==> src/rtl/csr_reg_pkg.sv <==
// Shared constants for the machine-mode CSR file: CSR addresses, privilege
// encodings, mstatus field positions, write masks and reset values.
package csr_reg_pkg;

  localparam logic [11:0] CSR_MSTATUS  = 12'h300;
  localparam logic [11:0] CSR_MISA     = 12'h301;
  localparam logic [11:0] CSR_MIE      = 12'h304;
  localparam logic [11:0] CSR_MTVEC    = 12'h305;
  localparam logic [11:0] CSR_MSCRATCH = 12'h340;
  localparam logic [11:0] CSR_MEPC     = 12'h341;
  localparam logic [11:0] CSR_MCAUSE   = 12'h342;
  localparam logic [11:0] CSR_MCYCLE   = 12'hB00;
  localparam logic [11:0] CSR_MCYCLEH  = 12'hB80;
  localparam logic [11:0] CSR_CYCLE    = 12'hC00;
  localparam logic [11:0] CSR_CYCLEH   = 12'hC80;

  localparam logic [1:0] PRIVILEG_MACHINE  = 2'b11;
  localparam logic [1:0] PRIVILEG_USER     = 2'b00;
  localparam logic [1:0] PRIVILEG_RESERVED = 2'b10;

  localparam int MSTATUS_MIE_BIT  = 3;
  localparam int MSTATUS_MPIE_BIT = 7;
  localparam int MSTATUS_MPP_LO   = 11;

  localparam logic [31:0] MSTATUS_WR_MASK = (32'd1 << MSTATUS_MIE_BIT)
                                          | (32'd1 << MSTATUS_MPIE_BIT)
                                          | (32'd3 << MSTATUS_MPP_LO);
  localparam logic [31:0] MIE_WR_MASK     = 32'h0000_0888;
  localparam logic [31:0] MISA_VALUE      = 32'h4000_1100;
  localparam logic [31:0] MSTATUS_RST     = {19'd0, PRIVILEG_MACHINE, 11'd0};

endpackage

==> src/rtl/csr_counter64.sv <==
// 64-bit free-running cycle counter with independent low/high word loads.
// A low-word load freezes the high word for that cycle; a high-word load
// lets the low word keep counting but discards its carry.
module csr_counter64 (
  input  logic        clk,
  input  logic        rst_n,
  input  logic        load_lo_i,
  input  logic        load_hi_i,
  input  logic [31:0] load_data_i,
  output logic [63:0] count_o
);

  logic [63:0] count_q;

  // Count, or load one word while handling the other as described above
  always_ff @(posedge clk or negedge rst_n) begin
    if (!rst_n) begin
      count_q <= '0;
    end else if (load_lo_i) begin
      count_q[31:0] <= load_data_i;
    end else if (load_hi_i) begin
      count_q[63:32] <= load_data_i;
      count_q[31:0]  <= count_q[31:0] + 32'd1;
    end else begin
      count_q <= count_q + 64'd1;
    end
  end

  assign count_o = count_q;

endmodule

==> src/rtl/csr_reg.sv <==
// Machine-mode CSR register file behind the clint. Arbitrates clint and
// execute-stage writes (clint wins), serves two combinational read ports
// with same-cycle write forwarding, and exports registered views to clint.
// Build option: CSR_CYCLE_COUNTER_EN adds the 64-bit mcycle/cycle counter.
module csr_reg
  import csr_reg_pkg::*;
(
  input  logic        clk,
  input  logic        rst_n,
  input  logic        ex_wr_en_i,
  input  logic [31:0] ex_wr_addr_i,
  input  logic [31:0] ex_wr_data_i,
  input  logic [31:0] ex_rd_addr_i,
  output logic [31:0] ex_rd_data_o,
  input  logic        clint_wr_en_i,
  input  logic [31:0] clint_wr_addr_i,
  input  logic [31:0] clint_wr_data_i,
  input  logic [31:0] clint_rd_addr_i,
  output logic [31:0] clint_rd_data_o,
  input  logic        wr_privilege_en_i,
  input  logic [1:0]  wr_privilege_i,
  output logic [1:0]  privilege_o,
  output logic [31:0] csr_mtvec_o,
  output logic [31:0] csr_mepc_o,
  output logic [31:0] csr_mstatus_o,
  output logic        global_int_en_o
);

  logic [31:0] mstatus_q, mie_q, mtvec_q, mscratch_q, mepc_q, mcause_q;
  logic [1:0]  priv_q;
  logic [63:0] cycle_q;

  logic        wr_en;
  logic [11:0] wr_addr;
  logic [31:0] wr_data;
  logic        fwd_ok;
  logic        fwd_hit;
  logic [31:0] fwd_val;

  logic unused_addr_bits;
  assign unused_addr_bits = ^{ex_wr_addr_i[31:12], clint_wr_addr_i[31:12],
                              ex_rd_addr_i[31:12], clint_rd_addr_i[31:12]};

  // Only MIE/MPIE/MPP survive; the reserved MPP encoding keeps the old mode
  function automatic logic [31:0] mstatus_wr(input logic [31:0] old_v,
                                             input logic [31:0] d);
    logic [31:0] v;
    v = d & MSTATUS_WR_MASK;
    if (d[MSTATUS_MPP_LO +: 2] == PRIVILEG_RESERVED)
      v[MSTATUS_MPP_LO +: 2] = old_v[MSTATUS_MPP_LO +: 2];
    return v;
  endfunction

  function automatic logic [31:0] align4(input logic [31:0] d);
    return {d[31:2], 2'b00};
  endfunction

  // Clint has priority; the execute write is dropped on collision
  always_comb begin
    wr_en   = clint_wr_en_i | ex_wr_en_i;
    wr_addr = clint_wr_en_i ? clint_wr_addr_i[11:0] : ex_wr_addr_i[11:0];
    wr_data = clint_wr_en_i ? clint_wr_data_i : ex_wr_data_i;
  end

  // Value the winning write will commit, masked, for storage and forwarding
  always_comb begin
    fwd_ok  = 1'b1;
    fwd_val = '0;
    case (wr_addr)
      CSR_MSTATUS:  fwd_val = mstatus_wr(mstatus_q, wr_data);
      CSR_MIE:      fwd_val = wr_data & MIE_WR_MASK;
      CSR_MTVEC:    fwd_val = align4(wr_data);
      CSR_MEPC:     fwd_val = align4(wr_data);
      CSR_MSCRATCH: fwd_val = wr_data;
      CSR_MCAUSE:   fwd_val = wr_data;
`ifdef CSR_CYCLE_COUNTER_EN
      CSR_MCYCLE:   fwd_val = wr_data;
      CSR_MCYCLEH:  fwd_val = wr_data;
`endif
      default:      fwd_ok = 1'b0;
    endcase
  end

  // Forwarding is suppressed in reset so reads show reset contents
  assign fwd_hit = rst_n & wr_en & fwd_ok;

  // CSR storage; async reset discards any in-flight write
  always_ff @(posedge clk or negedge rst_n) begin
    if (!rst_n) begin
      mstatus_q  <= MSTATUS_RST;
      mie_q      <= '0;
      mtvec_q    <= '0;
      mscratch_q <= '0;
      mepc_q     <= '0;
      mcause_q   <= '0;
    end else if (wr_en) begin
      case (wr_addr)
        CSR_MSTATUS:  mstatus_q  <= fwd_val;
        CSR_MIE:      mie_q      <= fwd_val;
        CSR_MTVEC:    mtvec_q    <= fwd_val;
        CSR_MSCRATCH: mscratch_q <= fwd_val;
        CSR_MEPC:     mepc_q     <= fwd_val;
        CSR_MCAUSE:   mcause_q   <= fwd_val;
        default: ;
      endcase
    end
  end

  // Privilege level from clint; the reserved encoding is ignored
  always_ff @(posedge clk or negedge rst_n) begin
    if (!rst_n)
      priv_q <= PRIVILEG_MACHINE;
    else if (wr_privilege_en_i && wr_privilege_i != PRIVILEG_RESERVED)
      priv_q <= wr_privilege_i;
  end

`ifdef CSR_CYCLE_COUNTER_EN
  csr_counter64 u_counter (
    .clk         (clk),
    .rst_n       (rst_n),
    .load_lo_i   (wr_en && wr_addr == CSR_MCYCLE),
    .load_hi_i   (wr_en && wr_addr == CSR_MCYCLEH),
    .load_data_i (wr_data),
    .count_o     (cycle_q)
  );
`else
  assign cycle_q = '0;
`endif

  for (genvar p = 0; p < 2; p++) begin : g_rd
    logic [11:0] ra;
    logic [31:0] rd_val;
    assign ra = (p == 0) ? ex_rd_addr_i[11:0] : clint_rd_addr_i[11:0];
    // Read mux with same-cycle forwarding of the winning write
    always_comb begin
      rd_val = '0;
      case (ra)
        CSR_MSTATUS:  rd_val = mstatus_q;
        CSR_MISA:     rd_val = MISA_VALUE;
        CSR_MIE:      rd_val = mie_q;
        CSR_MTVEC:    rd_val = mtvec_q;
        CSR_MSCRATCH: rd_val = mscratch_q;
        CSR_MEPC:     rd_val = mepc_q;
        CSR_MCAUSE:   rd_val = mcause_q;
        CSR_MCYCLE:   rd_val = cycle_q[31:0];
        CSR_MCYCLEH:  rd_val = cycle_q[63:32];
        CSR_CYCLE:    rd_val = cycle_q[31:0];
        CSR_CYCLEH:   rd_val = cycle_q[63:32];
        default:      rd_val = '0;
      endcase
      if (fwd_hit && wr_addr == ra)
        rd_val = fwd_val;
    end
  end

  assign ex_rd_data_o    = g_rd[0].rd_val;
  assign clint_rd_data_o = g_rd[1].rd_val;
  assign privilege_o     = priv_q;
  assign csr_mtvec_o     = mtvec_q;
  assign csr_mepc_o      = mepc_q;
  assign csr_mstatus_o   = mstatus_q;
  assign global_int_en_o = mstatus_q[MSTATUS_MIE_BIT];

endmodule
==> config.mk <==
export PLATFORM = sky130hd
export DESIGN_NAME = csr_reg
export DESIGN_NICKNAME = d
export VERILOG_FILES = /design/src/rtl/csr_reg_pkg.sv /design/src/rtl/csr_counter64.sv /design/src/rtl/csr_reg.sv
export SDC_FILE = /design/constraint.sdc
export NUM_CORES = 1
export LEC_CHECK = 0
export CAP_MARGIN = 25
export CORE_MARGIN = 8
export CORE_UTILIZATION = 51
export DETAILED_ROUTE_END_ITERATION = 10
export PLACE_DENSITY = 0.92
export RECOVER_POWER = 100
export SLEW_MARGIN = 0
export SYNTH_ARGS = -nofsm -noshare
export SYNTH_HDL_FRONTEND = slang
export SYNTH_SLANG_ARGS = --single-unit
==> constraint.sdc <==
create_clock -name clk -period 4.7 [get_ports clk]
set_input_delay 0.94 -clock clk [delete_from_list [all_inputs] [get_ports clk]]
set_output_delay 0.94 -clock clk [all_outputs]
set_load 0.005 [all_outputs]
; After elaboration in Yosys (flattened, before gate mapping)
; Index checks and enable logic that the tools add are counted.
[op_classes]
eq_ne = 24
n_mux = 9
bitwise_logic = 3
n_reduce_logical = 12
[ops]
columns = cell, count
row1 = 32-bit one-hot mux with 7 select lines, 2
row2 = "12-bit by 10-bit == test with 1-bit output, second input constant", 20
row3 = 32-bit one-hot mux with 4 select lines, 1
row4 = 32-bit two-way mux, 3
row5 = 12-bit == test, 2
row6 = 12-bit two-way mux, 1
row7 = 2-bit AND reduction, 6
row8 = 6-bit OR reduction, 1
row9 = 2-bit OR reduction, 2
row10 = 1-bit logical AND, 3
row11 = 1-bit AND, 2
row12 = "2-bit == test, second input constant", 1
row13 = 2-bit two-way mux, 1
row14 = "2-bit inequality test, second input constant", 1
row15 = 1-bit two-way mux, 1
row16 = 1-bit bitwise OR, 1
[word_totals]
reg_bits = 194
out_inout_bits = 163

; Depth between registers and ports, before layout
[logic_depth]
word_depth = 7
ltp_mapped = 10
ltp_nobuf = 6

; Worst setup path after synthesis
; Ideal clock, no wire load.
[synth_timing]
path_kind = input to output
from = input port clint_wr_en_i
to = output port clint_rd_data_o[10]
t_arrival_ns = 2.712
setup_slack_ns = 1.048
path_stages = 8
path_cell_list = buf_6 buf_6 mux2i_1 xnor2_1 nand4_1 nor4_4 buf_6 mux2i_1
[synth_between]
elab_chain_cells = 7
[synth_lines]
columns = item, line
row1 = start: declaration, csr_reg.sv:15  ; input logic clint_wr_en_i,
row2 = 12-bit two-way mux, csr_reg.sv:61  ; wr_addr = clint_wr_en_i ? clint_wr_addr_i[11:0] : ex_wr_addr_i[11:0];
row3 = 12-bit by 10-bit == test with 1-bit output, csr_reg.sv:69  ; case (wr_addr)
row4 = 6-bit OR reduction (no line), n/a
row5 = 1-bit two-way mux, csr_reg.sv:69
row6 = 1-bit AND, csr_reg.sv:85  ; assign fwd_hit = rst_n & wr_en & fwd_ok;
row7 = 1-bit logical AND, csr_reg.sv:151  ; if (fwd_hit && wr_addr == ra)
row8 = 32-bit two-way mux *, csr_reg.sv:151
row9 = end: declaration, csr_reg.sv:19  ; output logic [31:0] clint_rd_data_o,
; Mark *: on every way between the ends. The rest lies on a longest branch, timed or not.

; Worst setup path after layout
[layout_timing]
from = input port clint_rd_addr_i[3]
to = output port clint_rd_data_o[13]
[layout_between]
elab_chain_cells = 3
[layout_lines]
columns = item, line
row1 = start: declaration, csr_reg.sv:18  ; input logic [31:0] clint_rd_addr_i,
row2 = 12-bit by 10-bit == test with 1-bit output or 12-bit == test (tied branches), "csr_reg.sv:137, csr_reg.sv:151"
row3 = 32-bit one-hot mux with 7 select lines or 1-bit logical AND (tied branches), "csr_reg.sv:137, csr_reg.sv:151"
row4 = 32-bit two-way mux *, csr_reg.sv:151
; Marked as above.

==> impl_results.md <==
* Status: finished with violations
* Failing checks: capacitance limit, slew limit, setup timing
* Hold-fix buffers, CTS at 0
* Worst hold slack at 0.5085 ns
* Post-synthesis cell count at 1241
* Total Routing Usage GR at 30.14%
* Final Routed Wirelength at 43300 um
* Drt pass-1 iters at 5
* Wire per inst at roughly 24 um
* Post-Synthesis Cell Area at ~0.012 mm^2
* Critical path buffers and inverters at 4
* Layout net count at about 1.7k
* Initial antenna violation count at 2
* Tmin final at roughly 4.7 ns
* Flop and latch count out of synthesis at 194
* Setup crit end kind: output pin
* Area delta synth->final at 36.43%
* Relative slew margins at -46.77%
* Vias at between 10k and 15k
* Worst Setup Path Type: in2out
* Worst Tran Pin Value at 2.201 ns
* Vias per inst at 6.313
* Unique masters post-synth at 57
* Leakage at ~7.4 nW
* Top FF cell, synth: dfrtp_1
* Clk slew on worst S/H paths at 0.07 ns
* CP max stage cell: clkdlybuf4s50_1
* Number of global-route vias before repair at between 10k and 15k
* Pwr Density at 219.1 mW/mm^2
* Worst reg2reg setup slack at roughly 3.3 ns
* Core area at between 0.02 and 0.025 mm^2
* CTS Buffer Depth at 2
* Final std cells w/o fill at about 1.8k
* R2R cell count at 5
* Async S/R FF share, synth at 100.0%
* R2r startpoint: csr_mstatus_o[12]
* Cell family with most CP delay: buffers and inverters
* Die span in x at roughly 170 um
* # port buffers at ~280
* Fmax at 0.2125 GHz
* Final Max Tran Viols at 150
* Initial drt markers at 1239
* Worst r2r dst: mscratch_q[12]
* Wire length of the first global-routing pass at 66720 um
* Aggregate global routing overflow at 0
* Routability Congestion at 0.8731
* Number of instances in the placed design at 1784
* CP startpoint kind: primary input
* Total CTS buffers at 17
* Avg Cell Area, Syn at 9.378 um^2
* Die height at approximately 170 um
* Crit path cell chain: clkdlybuf4s50_1 -> nor4_1 -> nand4_1 -> buf_4 -> or4b_4 -> buf_6 -> o22ai_1 -> a21oi_1 -> mux2i_1 -> clkdlybuf4s50_1
* Maxcap violations at 3
* Endpoints failing hold at 0
* Commonest non-fill, non-tap cell in the layout: dfrtp_1
* Number of synthesized flops with an enable pin at 0
* Largest fanout on the critical path at 16
* Drt drc at 0
* CTS tree: yes
* DP HPWL at 29010 um
* Rows at 55
* Initial core utilization at 51.72%
* I/O Pins at 362
* Period Utilization, post-route at 100.1%
* CTS H-tree depth at 4
* Hold Crit Class: reg2reg
* Fraction of the yosys area taken by sequential cells at between 40% and 50%
* Clock Root Buffer: clkbuf_16
* FILL cells at around 1.5k
* CP most frequent cell: clkdlybuf4s50_1
* Final ANT Viol Nets at 0
* Worst Path Arrival at 3.77 ns
* Dpl ws at -0.06570 ns
* RSZ-0062 raised after global routing: yes
* Worst Setup SP: clint_rd_addr_i[3]
* Layout cells sized above 1 at roughly an eighth
* Syn nets at between 1k and 1.5k
* Critical path depth at 10
* Largest net degree at the start of global routing at 84
* Setup Skew at 0.002786 ns
* Most frequent cells in the layout: 190 x dfrtp_1, 175 x mux2i_1, 174 x nand2_1
* Setup crit end: clint_rd_data_o[13]
* Worst vdd ir at 0.2281 mV
* Setup Viol. Count Final at 2
* Setup ws final at -0.005262 ns
* Worst path max stage delay at roughly 0.54 ns
* Synth warn at 0
* Die ar. at 0.02791 mm^2
* Critical Path RT at 3.76 ns
* Skew-Pair Late Insertion Delay at 0.43 ns
* Clock sink total at 194
-- state kept, by name (all words and copies together) (netlist names) --
register and cells:
csr_mepc_o 32, csr_mstatus_o 32, csr_mtvec_o 32, mcause_q 32
mie_q 32, mscratch_q 32, privilege_o 2
-- cells in the mapped netlist (4+ instances only) --
library cell	instances	share of area, %
a211oi_1	11	0.71
a21oi_1	72	3.1
a221oi_1	10	0.75
a22o_1	13	0.98
a22oi_1	8	0.52
a31oi_1	6	0.32
and2_1	6	0.32
buf_1	8	0.26
buf_2	23	0.99
buf_4	6	0.39
buf_6	16	1.5
clkbuf_1	45	1.5
dfrtp_1	190	41
dfstp_2	4	0.90
inv_1	10	0.32
mux2_2	30	2.9
mux2i_1	182	16
nand2_1	174	5.6
nand3_1	30	1.3
nand3b_1	6	0.39
nand4_1	9	0.48
nor2_1	50	1.6
nor2b_1	58	3.1
nor3_1	4	0.17
nor4_4	4	0.73
o211ai_1	9	0.58
o21a_1	6	0.39
o21ai_0	97	4.2
o21ai_1	50	2.2
o21ai_2	11	0.83
o22ai_1	35	1.9
xor2_1	22	1.7
-- layer usage --
metal	vias to the layer above	share of wire, %	track usage [%]
li1	5043	-	-
met1	5518	37	35.85
met2	792	48	49.95
met3	178	11	8.511
met4	2	4.5	13.87
met5	-	0.030	0
-- stage by stage --
stage / area, um^2 / util, % / setup TNS, ns / power [W]
after floorplan: 11640 / - / 0 / 0.001861
after global placement: 14990 / 66.63 / -0.3536 / 0.002063
after detailed placement: 14990 / 66.63 / -0.3063 / 0.002070
after CTS: 15630 / 69.44 / 0 / 0.003471
after global routing: 15880 / 70.55 / -0.09286 / 0.003569
final: 15880 / 70.56 / -0.007866 / 0.003479
-- final cells by class --
cell class,instances,area (um^2),area share (%)
Inverter,10,37.54,0.2364
Antenna cell,1,2.502,0.01576
Sequential cell,194,4860,30.60
Clock buffer,20,436.7,2.750
Tap cell,285,356.6,2.246
Timing Repair Buffer,366,3705,23.33
Multi-Input combinational cell,939,6360,40.05
Clock inverter,12,121.4,0.7643
-- cell families (layout without fill, tap and decap cells) --
group | count (synthesis) | count (layout) | share of synthesized area (%)
buffers and inverters | 108 | 408 | 4.956
other | 0 | 1 | 0
flip-flops | 194 | 194 | 41.75
AND/OR/NAND/NOR | 366 | 366 | 15.77
XOR/XNOR | 24 | 24 | 1.806
AO/OA/AOI/OAI | 335 | 335 | 16.92
multiplexers | 214 | 214 | 18.79
-- where the power goes --
group | internal, W | switching (W)
Combinational | 0.000176 | 0.000192
Sequential | 0.00167 | 0.00000247
Clock | 0.000746 | 0.000689
Total | 0.00259 | 0.000884
-- what timing repair did --
| item | in CTS | in global routing |
|---|---|---|
| gates cloned | 1 | 1 |
| pin swaps | 3 | 10 |
| setup endpoints to repair | 24 | 59 |
| gates resized for setup | 9 | 59 |
| setup buffers | 3 | 4 |
-- worst register-to-register path, stage by stage, from the launching register on --
cell      delay [ns]
dfstp_2         0.57
nor2_1          0.05
nor3_1          0.14
o211ai_1        0.20
buf_4           0.22
o21ai_0         0.16
-- how the worst min path moves through the flow --
stage,slack [ns],end,cells past startpoint,start
after floorplan,0.47,mscratch_q[0],2,mscratch_q[0]
after global placement,0.48,mscratch_q[7],2,mscratch_q[7]
after detailed placement,0.49,mscratch_q[10],2,mscratch_q[10]
after CTS,0.51,mscratch_q[10],2,mscratch_q[10]
after global routing,0.53,mscratch_q[10],2,mscratch_q[10]
final,0.51,mscratch_q[6],2,mscratch_q[6]
Power figures use the tool's default switching activity.
